`src/rtl/vector_mem_stage_pkg.sv`:
```
// Shared types for the vector memory stage: request opcodes, sequencer states
// and small opcode decode helpers.
package vector_mem_pkg;

    typedef enum logic [1:0] {
        OP_SLD = 2'b00,
        OP_SST = 2'b01,
        OP_VLD = 2'b10,
        OP_VST = 2'b11
    } op_e;

    typedef enum logic [1:0] {
        IDLE,
        ISSUE,
        WAIT,
        DONE
    } state_e;

    function automatic logic op_is_store(op_e op);
        return op[0];
    endfunction

    function automatic logic op_is_vector(op_e op);
        return op[1];
    endfunction

endpackage

```
`src/rtl/vector_mem_stage_if.sv`:
```
// Request/response bus between the execute stage (master) and the
// vector memory stage (slave).
interface vector_mem_stage_if
    import vector_mem_pkg::*;
#(
    parameter int DATA_W = 32,
    parameter int LANES  = 4,
    parameter int ADDR_W = 32
);
    logic                    req_valid;
    logic                    req_ready;
    op_e                     req_op;
    logic [ADDR_W-1:0]       req_addr;
    logic [ADDR_W-1:0]       req_stride;
    logic [LANES*DATA_W-1:0] req_wdata;
    logic                    resp_valid;
    logic [LANES*DATA_W-1:0] resp_rdata;

    modport master (
        output req_valid, req_op, req_addr, req_stride, req_wdata,
        input  req_ready, resp_valid, resp_rdata
    );

    modport slave (
        input  req_valid, req_op, req_addr, req_stride, req_wdata,
        output req_ready, resp_valid, resp_rdata
    );
endinterface

```
`src/rtl/vector_mem_stage_addr_gen.sv`:
```
// Lane address accumulator: loads the base address, then adds the stride once
// per step so lane N sees base + N*stride (wrapping modulo 2^ADDR_W).
module vms_addr_gen #(
    parameter int ADDR_W = 32
) (
    input  logic              clk,
    input  logic              reset,
    input  logic              load,
    input  logic              step,
    input  logic [ADDR_W-1:0] base,
    input  logic [ADDR_W-1:0] stride,
    output logic [ADDR_W-1:0] addr
);
    always_ff @(posedge clk) begin
        if (reset) begin
            addr <= '0;
        end else if (load) begin
            addr <= base;
        end else if (step) begin
            addr <= addr + stride;
        end
    end
endmodule

```
`src/rtl/vector_mem_stage.sv`:
```
// Memory-stage sequencer: serialises scalar and LANES-wide vector loads/stores
// onto a single-port data memory and provides the ALU writeback mux.
module vector_mem_stage
    import vector_mem_pkg::*;
#(
    parameter int DATA_W = 32,
    parameter int LANES  = 4,
    parameter int ADDR_W = 32
) (
    input  logic                    clk,
    input  logic                    reset,
    vector_mem_stage_if.slave       bus,
    input  logic                    select_alu,
    input  logic [DATA_W-1:0]       alu_result,
    input  logic [LANES*DATA_W-1:0] valu_result,
    output logic [LANES*DATA_W-1:0] wb_data,
    output logic [ADDR_W-1:0]       mem_addr,
    output logic                    mem_we,
    output logic [DATA_W-1:0]       mem_wdata,
    input  logic [DATA_W-1:0]       mem_rdata
);
    localparam int LANE_W = $clog2(LANES);

    state_e            state;
    op_e               op;
    logic [ADDR_W-1:0] stride;
    logic [DATA_W-1:0] wdata_lanes [LANES];
    logic [DATA_W-1:0] load_buf    [LANES];
    logic [DATA_W-1:0] load_merged [LANES];
    logic [LANE_W-1:0] lane;
    logic [LANE_W-1:0] lane_next;
    logic [LANE_W-1:0] last_lane;
    logic [LANE_W-1:0] cap_lane;
    logic              cap_valid;
    logic              accept;
    logic              is_load;
    logic              step;

    assign bus.req_ready = (state == IDLE) && !reset;
    assign accept        = bus.req_valid && bus.req_ready;
    assign is_load       = !op_is_store(op);
    assign last_lane     = op_is_vector(op) ? LANE_W'(LANES - 1) : '0;
    assign lane_next     = lane + 1'b1;
    assign step          = (state == ISSUE) && (lane != last_lane);

    assign wb_data = select_alu ? valu_result
                                : {{((LANES - 1) * DATA_W){1'b0}}, alu_result};

    vms_addr_gen #(.ADDR_W(ADDR_W)) u_addr_gen (
        .clk    (clk),
        .reset  (reset),
        .load   (accept),
        .step   (step),
        .base   (bus.req_addr),
        .stride (stride),
        .addr   (mem_addr)
    );

    // Read data returns one cycle after issue, so the lane being captured
    // trails the lane being issued by one cycle.
    always_comb begin
        load_merged = load_buf;
        if (cap_valid) begin
            load_merged[cap_lane] = mem_rdata;
        end
    end

    always_ff @(posedge clk) begin
        if (reset) begin
            state          <= IDLE;
            op             <= OP_SLD;
            stride         <= '0;
            lane           <= '0;
            cap_lane       <= '0;
            cap_valid      <= 1'b0;
            mem_we         <= 1'b0;
            mem_wdata      <= '0;
            bus.resp_valid <= 1'b0;
            bus.resp_rdata <= '0;
            for (int i = 0; i < LANES; i++) begin
                wdata_lanes[i] <= '0;
                load_buf[i]    <= '0;
            end
        end else begin
            bus.resp_valid <= 1'b0;
            cap_valid      <= 1'b0;
            if (cap_valid) begin
                load_buf <= load_merged;
            end
            case (state)
                IDLE: begin
                    if (accept) begin
                        state     <= ISSUE;
                        op        <= bus.req_op;
                        stride    <= bus.req_stride;
                        lane      <= '0;
                        mem_we    <= op_is_store(bus.req_op);
                        mem_wdata <= bus.req_wdata[DATA_W-1:0];
                        for (int i = 0; i < LANES; i++) begin
                            wdata_lanes[i] <= bus.req_wdata[i*DATA_W +: DATA_W];
                            load_buf[i]    <= '0;
                        end
                    end
                end
                ISSUE: begin
                    cap_valid <= is_load;
                    cap_lane  <= lane;
                    if (lane == last_lane) begin
                        mem_we <= 1'b0;
                        if (is_load) begin
                            state <= WAIT;
                        end else begin
                            state          <= DONE;
                            bus.resp_valid <= 1'b1;
                        end
                    end else begin
                        lane      <= lane_next;
                        mem_wdata <= wdata_lanes[lane_next];
                    end
                end
                WAIT: begin
                    state          <= DONE;
                    bus.resp_valid <= 1'b1;
                    for (int i = 0; i < LANES; i++) begin
                        bus.resp_rdata[i*DATA_W +: DATA_W] <= load_merged[i];
                    end
                end
                DONE: begin
                    state <= IDLE;
                end
                default: begin
                    state <= IDLE;
                end
            endcase
        end
    end
endmodule

```
`src/flat_wrapper.sv`:
```
// flat-port wrapper written by rule: the top's interface ports become plain ports
module vector_mem_stage_flat import vector_mem_pkg::*;
#(
    parameter int DATA_W = 32,
    parameter int LANES  = 4,
    parameter int ADDR_W = 32
)
  (clk, reset, select_alu, alu_result, valu_result, wb_data, mem_addr, mem_we, mem_wdata, mem_rdata, bus_req_valid, bus_req_op, bus_req_addr, bus_req_stride, bus_req_wdata, bus_req_ready, bus_resp_valid, bus_resp_rdata);
  vector_mem_stage_if #(.DATA_W(DATA_W), .LANES(LANES), .ADDR_W(ADDR_W)) bus_i ();
  input  logic clk;
  input  logic reset;
  input  logic select_alu;
  input  logic [DATA_W-1:0] alu_result;
  input  logic [LANES*DATA_W-1:0] valu_result;
  output logic [LANES*DATA_W-1:0] wb_data;
  output logic [ADDR_W-1:0] mem_addr;
  output logic mem_we;
  output logic [DATA_W-1:0] mem_wdata;
  input  logic [DATA_W-1:0] mem_rdata;
  input wire logic [$bits(bus_i.req_valid)-1:0] bus_req_valid;
  input wire logic [$bits(bus_i.req_op)-1:0] bus_req_op;
  input wire logic [$bits(bus_i.req_addr)-1:0] bus_req_addr;
  input wire logic [$bits(bus_i.req_stride)-1:0] bus_req_stride;
  input wire logic [$bits(bus_i.req_wdata)-1:0] bus_req_wdata;
  output wire logic [$bits(bus_i.req_ready)-1:0] bus_req_ready;
  output wire logic [$bits(bus_i.resp_valid)-1:0] bus_resp_valid;
  output wire logic [$bits(bus_i.resp_rdata)-1:0] bus_resp_rdata;
  assign bus_i.req_valid = bus_req_valid;
  assign bus_i.req_op = bus_req_op;
  assign bus_i.req_addr = bus_req_addr;
  assign bus_i.req_stride = bus_req_stride;
  assign bus_i.req_wdata = bus_req_wdata;
  assign bus_req_ready = bus_i.req_ready;
  assign bus_resp_valid = bus_i.resp_valid;
  assign bus_resp_rdata = bus_i.resp_rdata;
  vector_mem_stage #(.DATA_W(DATA_W), .LANES(LANES), .ADDR_W(ADDR_W)) u_core (.clk(clk), .reset(reset), .bus(bus_i), .select_alu(select_alu), .alu_result(alu_result), .valu_result(valu_result), .wb_data(wb_data), .mem_addr(mem_addr), .mem_we(mem_we), .mem_wdata(mem_wdata), .mem_rdata(mem_rdata));
endmodule
```
`config.mk`:
```
export PLATFORM = sky130hd
export DESIGN_NAME = vector_mem_stage_flat
export DESIGN_NICKNAME = d
export VERILOG_FILES = /design/src/rtl/vector_mem_stage_pkg.sv /design/src/rtl/vector_mem_stage_if.sv /design/src/rtl/vector_mem_stage_addr_gen.sv /design/src/rtl/vector_mem_stage.sv /design/src/flat_wrapper.sv
export SDC_FILE = /design/constraint.sdc
export NUM_CORES = 1
export LEC_CHECK = 0
export ABC_AREA = 0
export CAP_MARGIN = 25
export CORE_AREA = 8 8 274 276
export CTS_CLUSTER_DIAMETER = 60
export DETAILED_ROUTE_END_ITERATION = 10
export DIE_AREA = 0 0 282 284
export SLEW_MARGIN = 20
export SYNTH_ARGS = -nofsm -noshare
export SYNTH_HDL_FRONTEND = slang
export SYNTH_SLANG_ARGS = --single-unit
```
`constraint.sdc`:
```
create_clock -name clk -period 6.45 [get_ports clk]
set_input_delay 0.9675 -clock clk [delete_from_list [all_inputs] [get_ports clk]]
set_output_delay 0.9675 -clock clk [all_outputs]
set_load 0.01 [all_outputs]
```
# ---- After elaboration in Yosys (flattened, before gate mapping)
# Memories as Yosys holds them, arrays and structs flattened.
# Cells that the tools add are included.
dict set report classes {
  addsub 2
  order_cmp 2
  eq_ne 8
  n_mux 37
  bitwise_logic 6
  reduce_logical 14
}
# op count
set ops {}
lappend ops {{$mux 128} 5}
lappend ops {{$mux 32} 9}
lappend ops {{$bwmux 128} 1}
lappend ops {{$demux 32 s2} 1}
lappend ops {{$pmux 32 s2} 1}
lappend ops {{$add 32x32->32} 1}
lappend ops {{$mux 1} 11}
lappend ops {{$mux 2} 5}
lappend ops {{$pmux 2 s4} 1}
lappend ops {{$reduce_and 3->1} 2}
lappend ops {{$eq 2x2->1 const B} 2}
lappend ops {{$logic_and 1x1->1} 4}
lappend ops {{$ne 2x2->1 const B} 2}
lappend ops {{$or 1x1->1} 4}
lappend ops {{$pmux 1 s2} 2}
lappend ops {{$pmux 2 s2} 1}
lappend ops {{$reduce_and 2->1} 2}
lappend ops {{$reduce_bool 2->1} 2}
lappend ops {{$ge 3x3->1 const B} 1}
lappend ops {{$lt 3x1->1 const B} 1}
lappend ops {{$not 2->3} 1}
lappend ops {{$add 2x1->2 const B} 1}
lappend ops {{$eq 2x1->1 const B} 1}
lappend ops {{$eq 2x2->1} 1}
lappend ops {{6 further kinds} 7}
dict set report totals {
  register_bits 363
  mem_bits_rw 128
  in_bits 390
  memories 1
}
# memory depth word_bits read_ports rd_clocked_by_memory_dff wr line
set mem_list {}
lappend mem_list {u_core.wdata_lanes 4 32 1 0 4 vector_mem_stage.sv:27} ;# logic [DATA_W-1:0] wdata_lanes [LANES];

# ---- Longest topological paths before layout
# Gate-level depths: netlist (run 1).
dict set report logic_depth {
  word_depth 10
  depth_mapped 11
}

# ---- By module
# From an unflattened synthesis (run 1), not the netlist that was laid out.
dict set report hier_totals {
  cells_unflattened 2088
  hier_area_um2 21677.0
}
# mod n_inst cells_each area_each_um2
set by_module_without_submodules {}
lappend by_module_without_submodules {vector_mem_stage 1 1659 18420.2}
lappend by_module_without_submodules {vms_addr_gen 1 429 3256.9}

# ---- Worst setup path before layout (run 1)
# No wires, ideal clock.
dict set report synth_timing {
  path_kind {input to register}
  from {input bus_req_valid}
  to {memory u_core.wdata_lanes[0][0], enable pin}
  setup_ns 0.542
  t_arrival_ns 4.949
  required_ns 5.908
  setup_slack_ns 0.959
  path_stages 4
  n_path_buf 2
  path_cell_list {nand2_1 > nand2b_1 > clkbuf_1 > clkbuf_1}
}
# item line
set synth_rtl {}
lappend synth_rtl {{from (decl)} flat_wrapper.sv:20} ;# input wire logic [$bits(bus_i.req_valid)-1:0] bus_req_valid;
lappend synth_rtl {{to (decl)} vector_mem_stage.sv:27}

# ---- Final worst setup path (run 1)
dict set report layout_timing {
  from {input select_alu}
  to {output wb_data[75]}
}
dict set report layout_between {
  elab_chain_cells 1
}
# item line
set layout_lines {}
lappend layout_lines {{from (decl)} flat_wrapper.sv:12} ;# input logic select_alu;
lappend layout_lines {{$mux 128} vector_mem_stage.sv:46} ;# assign wb_data = select_alu ? valu_result
lappend layout_lines {{to (decl)} flat_wrapper.sv:15} ;# output logic [LANES*DATA_W-1:0] wb_data;
# No other way between the ends.

==> out/qor_table.md, run 1 <==
| Parameter | This run |
| --- | --- |
| Final #Nets | 3095 |
| Final worst path period share | 56.4% |
| Post-synthesis average cell area | 10.4 µm² |
| Synthesized cell area | 21200 µm² |
| FF+latch count, synth | 491 |
| Clock tree root buffer cell | sky130_fd_sc_hd__clkbuf_16 |
| Maximum number of pins on one net before global-route repair | 213 |
| Width of the die | 282 µm |
| Number of gates resized after cts | 0 |
| Half-perimeter wire length after placement | 67800 µm |
| Timing-limited maximum frequency | 0.275 GHz |
| Layout Area Growth over Synthesis | 45.6% |
| Gr usage total | 21.0% |
| Post-cts hold buffer count | 0 |
| Ratio of total power to cell area | 269 nW/µm² |
| DP Worst Slack | 2470 ps |
| Total detailed-routing wirelength | 88700 µm |
| Area of the die | 80100 µm² |
| Final Critical Period | 3640 ps |
| Type of the worst setup path | primary input to output port |
| Number of antenna violations at the first check in global routing | 23 |
| Arrival time of data at the critical path endpoint | 2670 ps |
| Buffers on Ports | 712 |
| Drt first pass iters | 6 |
| Per-cell routed wire length | 24.2 µm |
| Area post-placement | 29100 µm² |
| First-pass GRT wire length | 126000 µm |
| Post-CTS setup buffers | 0 |
| Worst-Margin Slew | 1050 ps |
| Unrepaired setup endpoints after global routing | false |
| Dominant register cell in the synthesized netlist | sky130_fd_sc_hd__dfxtp_1 |
| Core region area | 70800 µm² |
| Total leakage power | 0.0117 µW |
| Summed area of non-filler cells in the final layout | 30800 µm² |
| Die height | 284 µm |
| H-tree depth reported by CTS | 2 |
| Ports | 713 |
| Status | finished clean |
| Crit. End Element | output port |
| Clock network latency to the later pin of the worst-skew pair | 600 ps |
| Fraction of layout cells with a size suffix above 1 | 7.01% |
| Endpoint of the most critical setup path | wb_data[75] |
| Global-route congestion overflow total | 0 |
| Sequential element share of the synthesized area | 52.5% |
| Placed instance count | 3563 |
| Initial core utilization | 29.9% |
| Net count of the mapped netlist | 2467 |
| Remaining routing DRC violations | 0 |
| Crit Reg-Reg Endpoint | u_core.u_addr_gen.addr[30] |
| Async set-reset flop share out of synthesis | 0% |
| Gpl congestion | 1.02 |
| Worst clock skew | 16.0 ps |
| Via-per-instance ratio | 4.83 |
| Max_slew headroom | 30.0% |
| Vias in the first global route | 17900 |
| Max cap viols | 0 |
| Hold Violations, Final | 0 |
| Maximum fanout along the worst path | 128 |
| Class of the tightest hold or removal check | flop to flop |
| Deepest clock path buffer count | 3 |
| DRC violation total after the first TritonRoute iteration | 1183 |
| Final Max Slew Viols | 0 |
| Clock transition at path regs | 60 ps |
| Startpoint types | primary input |
| Required time of the critical path | 5480 ps |
| Maximum VDD drop | 207 µV |
| Setup-violating endpoint count in the final report | 0 |
| EDFF count, synth | 128 |
| Setup slack of the critical path after layout | 2810 ps |
| Number of buffers created by CTS | 54 |
| Register-to-Register Setup Slack | 3000 ps |
| Row Count | 98 |
| Count of distinct cell types in the synthesized netlist | 63 |
| Final cell count without fillers | 3669 |
| Startpoint of the lowest-slack register-to-register path | u_core.u_addr_gen.addr[0] |
| Yosys warnings | 0 |
| Total via count after detailed routing | 17700 |
| Remaining antenna violation count after routing | 0 |
| Worst-case reg-to-reg path depth | 11 |
| Clock sink total | 491 |
| Sum of negative setup slack | 0 ps |
| CTS tree | done |
| Startpoint of the most critical setup path | select_alu |
| Gate count after technology mapping | 2042 |
how the worst min path moves through the flow:
stage	from	endpoint	slack [ps]	cells after the start
global placement	u_core.load_buf[109]	u_core.load_buf[109]	470	2
CTS	u_core.stride[19]	u_core.stride[19]	480	2
global route	u_core.stride[5]	u_core.stride[5]	500	2
finish	u_core.stride[9]	u_core.stride[9]	480	2
floorplan	u_core.op[0]	u_core.cap_valid	440	1
detailed placement	u_core.stride[19]	u_core.stride[19]	470	2
power breakdown:
group	total (µW)	switching [µW]	internal (µW)
logic	1750	872	875
registers	3620	155	3460
clock network	2930	1280	1660
total	8300	2310	5990
per-stage QoR:
stage	hold WS (ps)	power, µW	util [%]
global placement	468	5410	41.1
detailed placement	472	5440	41.1
global route	498	8680	43.6
floorplan	439	4470	-
finish	483	8300	43.6
CTS	484	8420	43.5
flip-flops by register name (all words and copies together), names as in the netlist:
register                count
u_core.wdata_lanes        128
u_core.u_addr_gen.addr     32
u_core.cap_valid            1
u_core.load_buf           128
u_core.op                   2
u_core.state                2
u_core.mem_wdata           32
u_core.cap_lane             2
u_core.lane                 2
u_core.stride              32
u_core.bus.resp_rdata     128
u_core.bus.resp_valid       1
u_core.mem_we               1
worst max-delay path, stage by stage:
cell and delay (ps):
sky130_fd_sc_hd__buf_6 590, sky130_fd_sc_hd__and2_1 370, sky130_fd_sc_hd__clkdlybuf4s50_1 700
kinds of logic (layout without fill, tap and decap cells):
group,Yosys count,after routing,synth area share (%)
DFF,491,491,52.5
other,0,7,0
and+or+nand+nor,786,786,17.9
muxes,229,229,12.9
AOI/OAI and AO/OA,304,304,10.5
xor gates and xnor gates,26,26,1.08
adders and majority gates,35,35,2.10
buffers and inverters,171,841,3.08
cells in the mapped netlist (5+ instances only):
cell	instances	area, µm²
sky130_fd_sc_hd__dfxtp_1	363	7270
sky130_fd_sc_hd__nor2_1	344	1290
sky130_fd_sc_hd__and2_1	226	1410
sky130_fd_sc_hd__a211oi_1	170	1280
sky130_fd_sc_hd__mux2i_1	163	1630
sky130_fd_sc_hd__clkbuf_1	131	492
sky130_fd_sc_hd__edfxtp_1	128	3840
sky130_fd_sc_hd__nand2_1	123	462
sky130_fd_sc_hd__a21oi_1	45	225
sky130_fd_sc_hd__nand3b_1	38	285
sky130_fd_sc_hd__ha_1	34	425
sky130_fd_sc_hd__mux2_2	34	383
sky130_fd_sc_hd__mux4_2	32	721
sky130_fd_sc_hd__o21ai_0	23	115
sky130_fd_sc_hd__buf_1	22	82.6
sky130_fd_sc_hd__a311oi_1	16	140
sky130_fd_sc_hd__xnor2_1	14	123
sky130_fd_sc_hd__nand3_1	13	65.1
sky130_fd_sc_hd__inv_1	12	45.0
sky130_fd_sc_hd__xor2_1	12	105
sky130_fd_sc_hd__a21o_1	11	82.6
sky130_fd_sc_hd__nor3_1	11	55.1
sky130_fd_sc_hd__and3_1	6	37.5
sky130_fd_sc_hd__a31oi_1	5	31.3
sky130_fd_sc_hd__buf_2	5	25.0
sky130_fd_sc_hd__nand2b_1	5	31.3
final cells by class:
type                       count  area, µm²
antenna                        7       17.5
clock buffer                  70       1430
clock inverter                28        249
fill                        6744      39900
inverter                      12       45.0
multi-input combinational   1380       9460
sequential                   491      11100
tap                          950       1190
timing repair buffer         731       7320
metal layers:
metal / up-vias / global-route usage (%) / share of wire [%]
met1: 8478 / 27.2 / 43
met5: - / 0 / 0.13
li1: 8440 / - / -
met3: 109 / 6.26 / 8.4
met4: 18 / 4.62 / 2.0
met2: 663 / 34.4 / 46
cells in the final DEF (no fill, tap or decap), drive strengths merged, types with 5 or more instances in the layout:
| cell type | netlist | layout |
|---|---|---|
| buf | 28 | 20 |
| a211oi | 172 | 172 |
| ha | 34 | 34 |
| nand2b | 5 | 5 |
| mux2 | 34 | 34 |
| clkbuf | 131 | 71 |
| and2 | 226 | 226 |
| nor3 | 12 | 12 |
| nand2 | 123 | 123 |
| xnor2 | 14 | 14 |
| inv | 12 | 15 |
| a31oi | 5 | 5 |
| a311oi | 16 | 16 |
| xor2 | 12 | 12 |
| nand3b | 38 | 38 |
| nand3 | 16 | 16 |
| nor2 | 345 | 345 |
| a21oi | 46 | 46 |
| and3 | 6 | 6 |
| diode | 0 | 7 |
| mux2i | 163 | 163 |
| edfxtp | 128 | 128 |
| mux4 | 32 | 32 |
| a21o | 11 | 11 |
| o21ai | 24 | 24 |
| clkdlybuf4s50 | 0 | 710 |
| a2111oi | 5 | 5 |
| clkinv | 0 | 19 |
| dfxtp | 363 | 363 |
(Power assumes the default switching activity.)
==> inputs of run 2 (changes only) <==
- clock period: 6.45 -> 3.74 ns (I/O delays scaled with it)
==> run 2 against run 1 <==
Against the previous run: non-clock buffer count rose by 11; largest power group unchanged; critical endpoint is now u_core.u_addr_gen.addr[30]; via count fell by 0.29%; count of clock-buffer cells in the layout increased by 11; die area is the same.
==> out/qor_table.md, run 2 (synthesis gave the netlist of run 1 again) <==
| Parameter | This run |
| --- | --- |
| Status | finished clean |
| Core region area | 70800 µm² |
| Worst clock skew | 22.8 ps |
| Half-perimeter wire length after placement | 65200 µm |
| Initial core utilization | 29.9% |
| Timing-limited maximum frequency | 0.312 GHz |
| Post-Route Utilization | 44.0% |
| Remaining routing DRC violations | 0 |
| Critical-path top delay cell | sky130_fd_sc_hd__a2111oi_2 |
| Final #Nets | 3108 |
| Crit. End Element | flop |
| Startpoint of the most critical setup path | u_core.u_addr_gen.addr[0] |
| Fraction of layout cells with a size suffix above 1 | 7.81% |
| Clock tree root buffer cell | sky130_fd_sc_hd__clkbuf_16 |
| Total detailed-routing wirelength | 85300 µm |
| Commonest cells after routing, fill and taps aside | 710 x sky130_fd_sc_hd__clkdlybuf4s50_1, 361 x sky130_fd_sc_hd__dfxtp_1, 342 x sky130_fd_sc_hd__nor2_1 |
| Max cap viols | 0 |
| Cells traversed along the worst timing path | ha_1 > fa_1 > a21oi_1 > o22ai_2 > o21ai_2 > o311ai_2 > a2111oi_2 > nor4_1 > a41oi_1 > xor2_1 > a2111oi_2 |
| Most frequent standard cell in the layout excluding fill and tap cells | sky130_fd_sc_hd__clkdlybuf4s50_1 |
| Maximum VDD drop | 360 µV |
| DP Worst Slack | 606 ps |
| Buffers on Ports | 712 |
| Final Max Slew Viols | 0 |
| Gpl congestion | 0.926 |
| Remaining antenna violation count after routing | 0 |
| Post-CTS setup buffers | 0 |
| Startpoint of the lowest-slack register-to-register path | u_core.u_addr_gen.addr[0] |
| Total via count after detailed routing | 17700 |
| Vias in the first global route | 18200 |
| Class of the tightest hold or removal check | flop to flop |
| Final cell count without fillers | 3687 |
| Via-per-instance ratio | 4.79 |
| Number of antenna violations at the first check in global routing | 14 |
| Hold Path Origin | u_core.stride[3] |
| Area of the die | 80100 µm² |
| Deepest clock path buffer count | 3 |
| Clock transition at path regs | 60 ps |
| Clock sink total | 491 |
| GR met1 Demand/Resource | 25.3% |
| Fillcell total | 6707 |
| Layout Area Growth over Synthesis | 47.0% |
| Number of buffers created by CTS | 56 |
| Worst-Margin Slew | 888 ps |
| Delay of the slowest cell on the worst path | 420 ps |
| Number of gates resized after cts | 0 |
| Peak-usage layer in the global routing report | met2 |
| Met3 capacity usage during global routing | 6.73% |
| Drt first pass iters | 5 |
| Setup-violating endpoint count in the final report | 0 |
| Global-route congestion overflow total | 0 |
| Max_slew headroom | 40.8% |
| Total leakage power | 0.0119 µW |
| Gr usage total | 20.3% |
| Type of the worst setup path | flop to flop |
| Arrival time of data at the critical path endpoint | 3690 ps |
| Post-cts hold buffer count | 0 |
| First-pass GRT wire length | 123000 µm |
| Final Critical Period | 3210 ps |
| Final worst path period share | 85.7% |
| Hold Violations, Final | 0 |
| H-tree depth reported by CTS | 2 |
| Maximum number of pins on one net before global-route repair | 153 |
| Ratio of total power to cell area | 470 nW/µm² |
| Unrepaired setup endpoints after global routing | false |
| Setup slack of the critical path after layout | 534 ps |
| Clock network latency to the later pin of the worst-skew pair | 600 ps |
| Most repeated library cell on the critical path | sky130_fd_sc_hd__a2111oi_2 |
| Die height | 284 µm |
| Per-cell routed wire length | 23.1 µm |
| Met2 demand-to-capacity share in global routing | 33.6% |
| Row Count | 98 |
| DRC violation total after the first TritonRoute iteration | 894 |
| Largest registers | u_core.bus.resp_rdata: 128 flops, u_core.load_buf: 128 flops, u_core.wdata_lanes: 128 flops |
| Width of the die | 282 µm |
| Placed instance count | 3574 |
| Smallest hold slack | 483 ps |
| Sum of negative setup slack | 0 ps |
| Required time of the critical path | 4230 ps |
| Ports | 713 |
| Maximum fanout along the worst path | 3 |
| Startpoint types | flop |
| CTS tree | done |
==> run 2: cell count changes in the layout (fill, tap and decap cells not counted), moves of 5 or more <==
cell                       change
sky130_fd_sc_hd__buf_12        +5
sky130_fd_sc_hd__buf_4         +6
sky130_fd_sc_hd__clkbuf_8      +8
sky130_fd_sc_hd__clkinv_1      -7
==> run 2: metrics by stage <==
step                total power (µW)  instance area [µm²]
floorplan                       7700                21200
global placement                9360                29300
detailed placement              9410                29300
CTS                            14900                31100
global route                   15300                31100
finish                         14600                31100
==> run 2: area by class of cell <==
class	count	area (µm²)	area share, %
flip-flops and latches	491	11100	35.7
repair buffers	742	7490	24.0
well taps	950	1190	3.82
inverters	12	45.0	0.145
multi-input cells	1380	9460	30.4
clock buffers	81	1600	5.12
diodes	8	20.0	0.0643
clock inverters	23	224	0.719
==> run 2: metal layers <==
layer  part of all wire (%)  vias to the layer above
met2                     47                      623
li1                       -                     8461
met5                  0.064                        -
met3                    8.9                      104
met1                     42                     8460
met4                    2.1                        8
==> run 2: worst paths after layout <==
check	end	slack [ps]	cells after the start
max reg2reg	u_core.u_addr_gen.addr[30]	530	11
min	u_core.stride[3]	480	2
min reg2reg	u_core.stride[3]	480	2
max	u_core.u_addr_gen.addr[30]	530	11
==> run 2: power breakdown <==
| part | switching [µW] | total, µW | internal, µW | leakage [µW] |
|---|---|---|---|---|
| combinational | 1510 | 3040 | 1530 | 0.00666 |
| sequential | 260 | 6230 | 5970 | 0.00434 |
| clock | 2260 | 5380 | 3120 | 0.000894 |
| total | 4020 | 14600 | 10600 | 0.0119 |
==> run 2: critical path: cells and delay by family (launching register included) <==
kind | cells | cell delay, ps
AO/OA/AOI/OAI | 7 | 1880
XOR/XNOR | 1 | 130
adder cells (fa/ha/maj) | 2 | 630
flip-flops | 1 | 320
AND/OR/NAND/NOR | 1 | 130
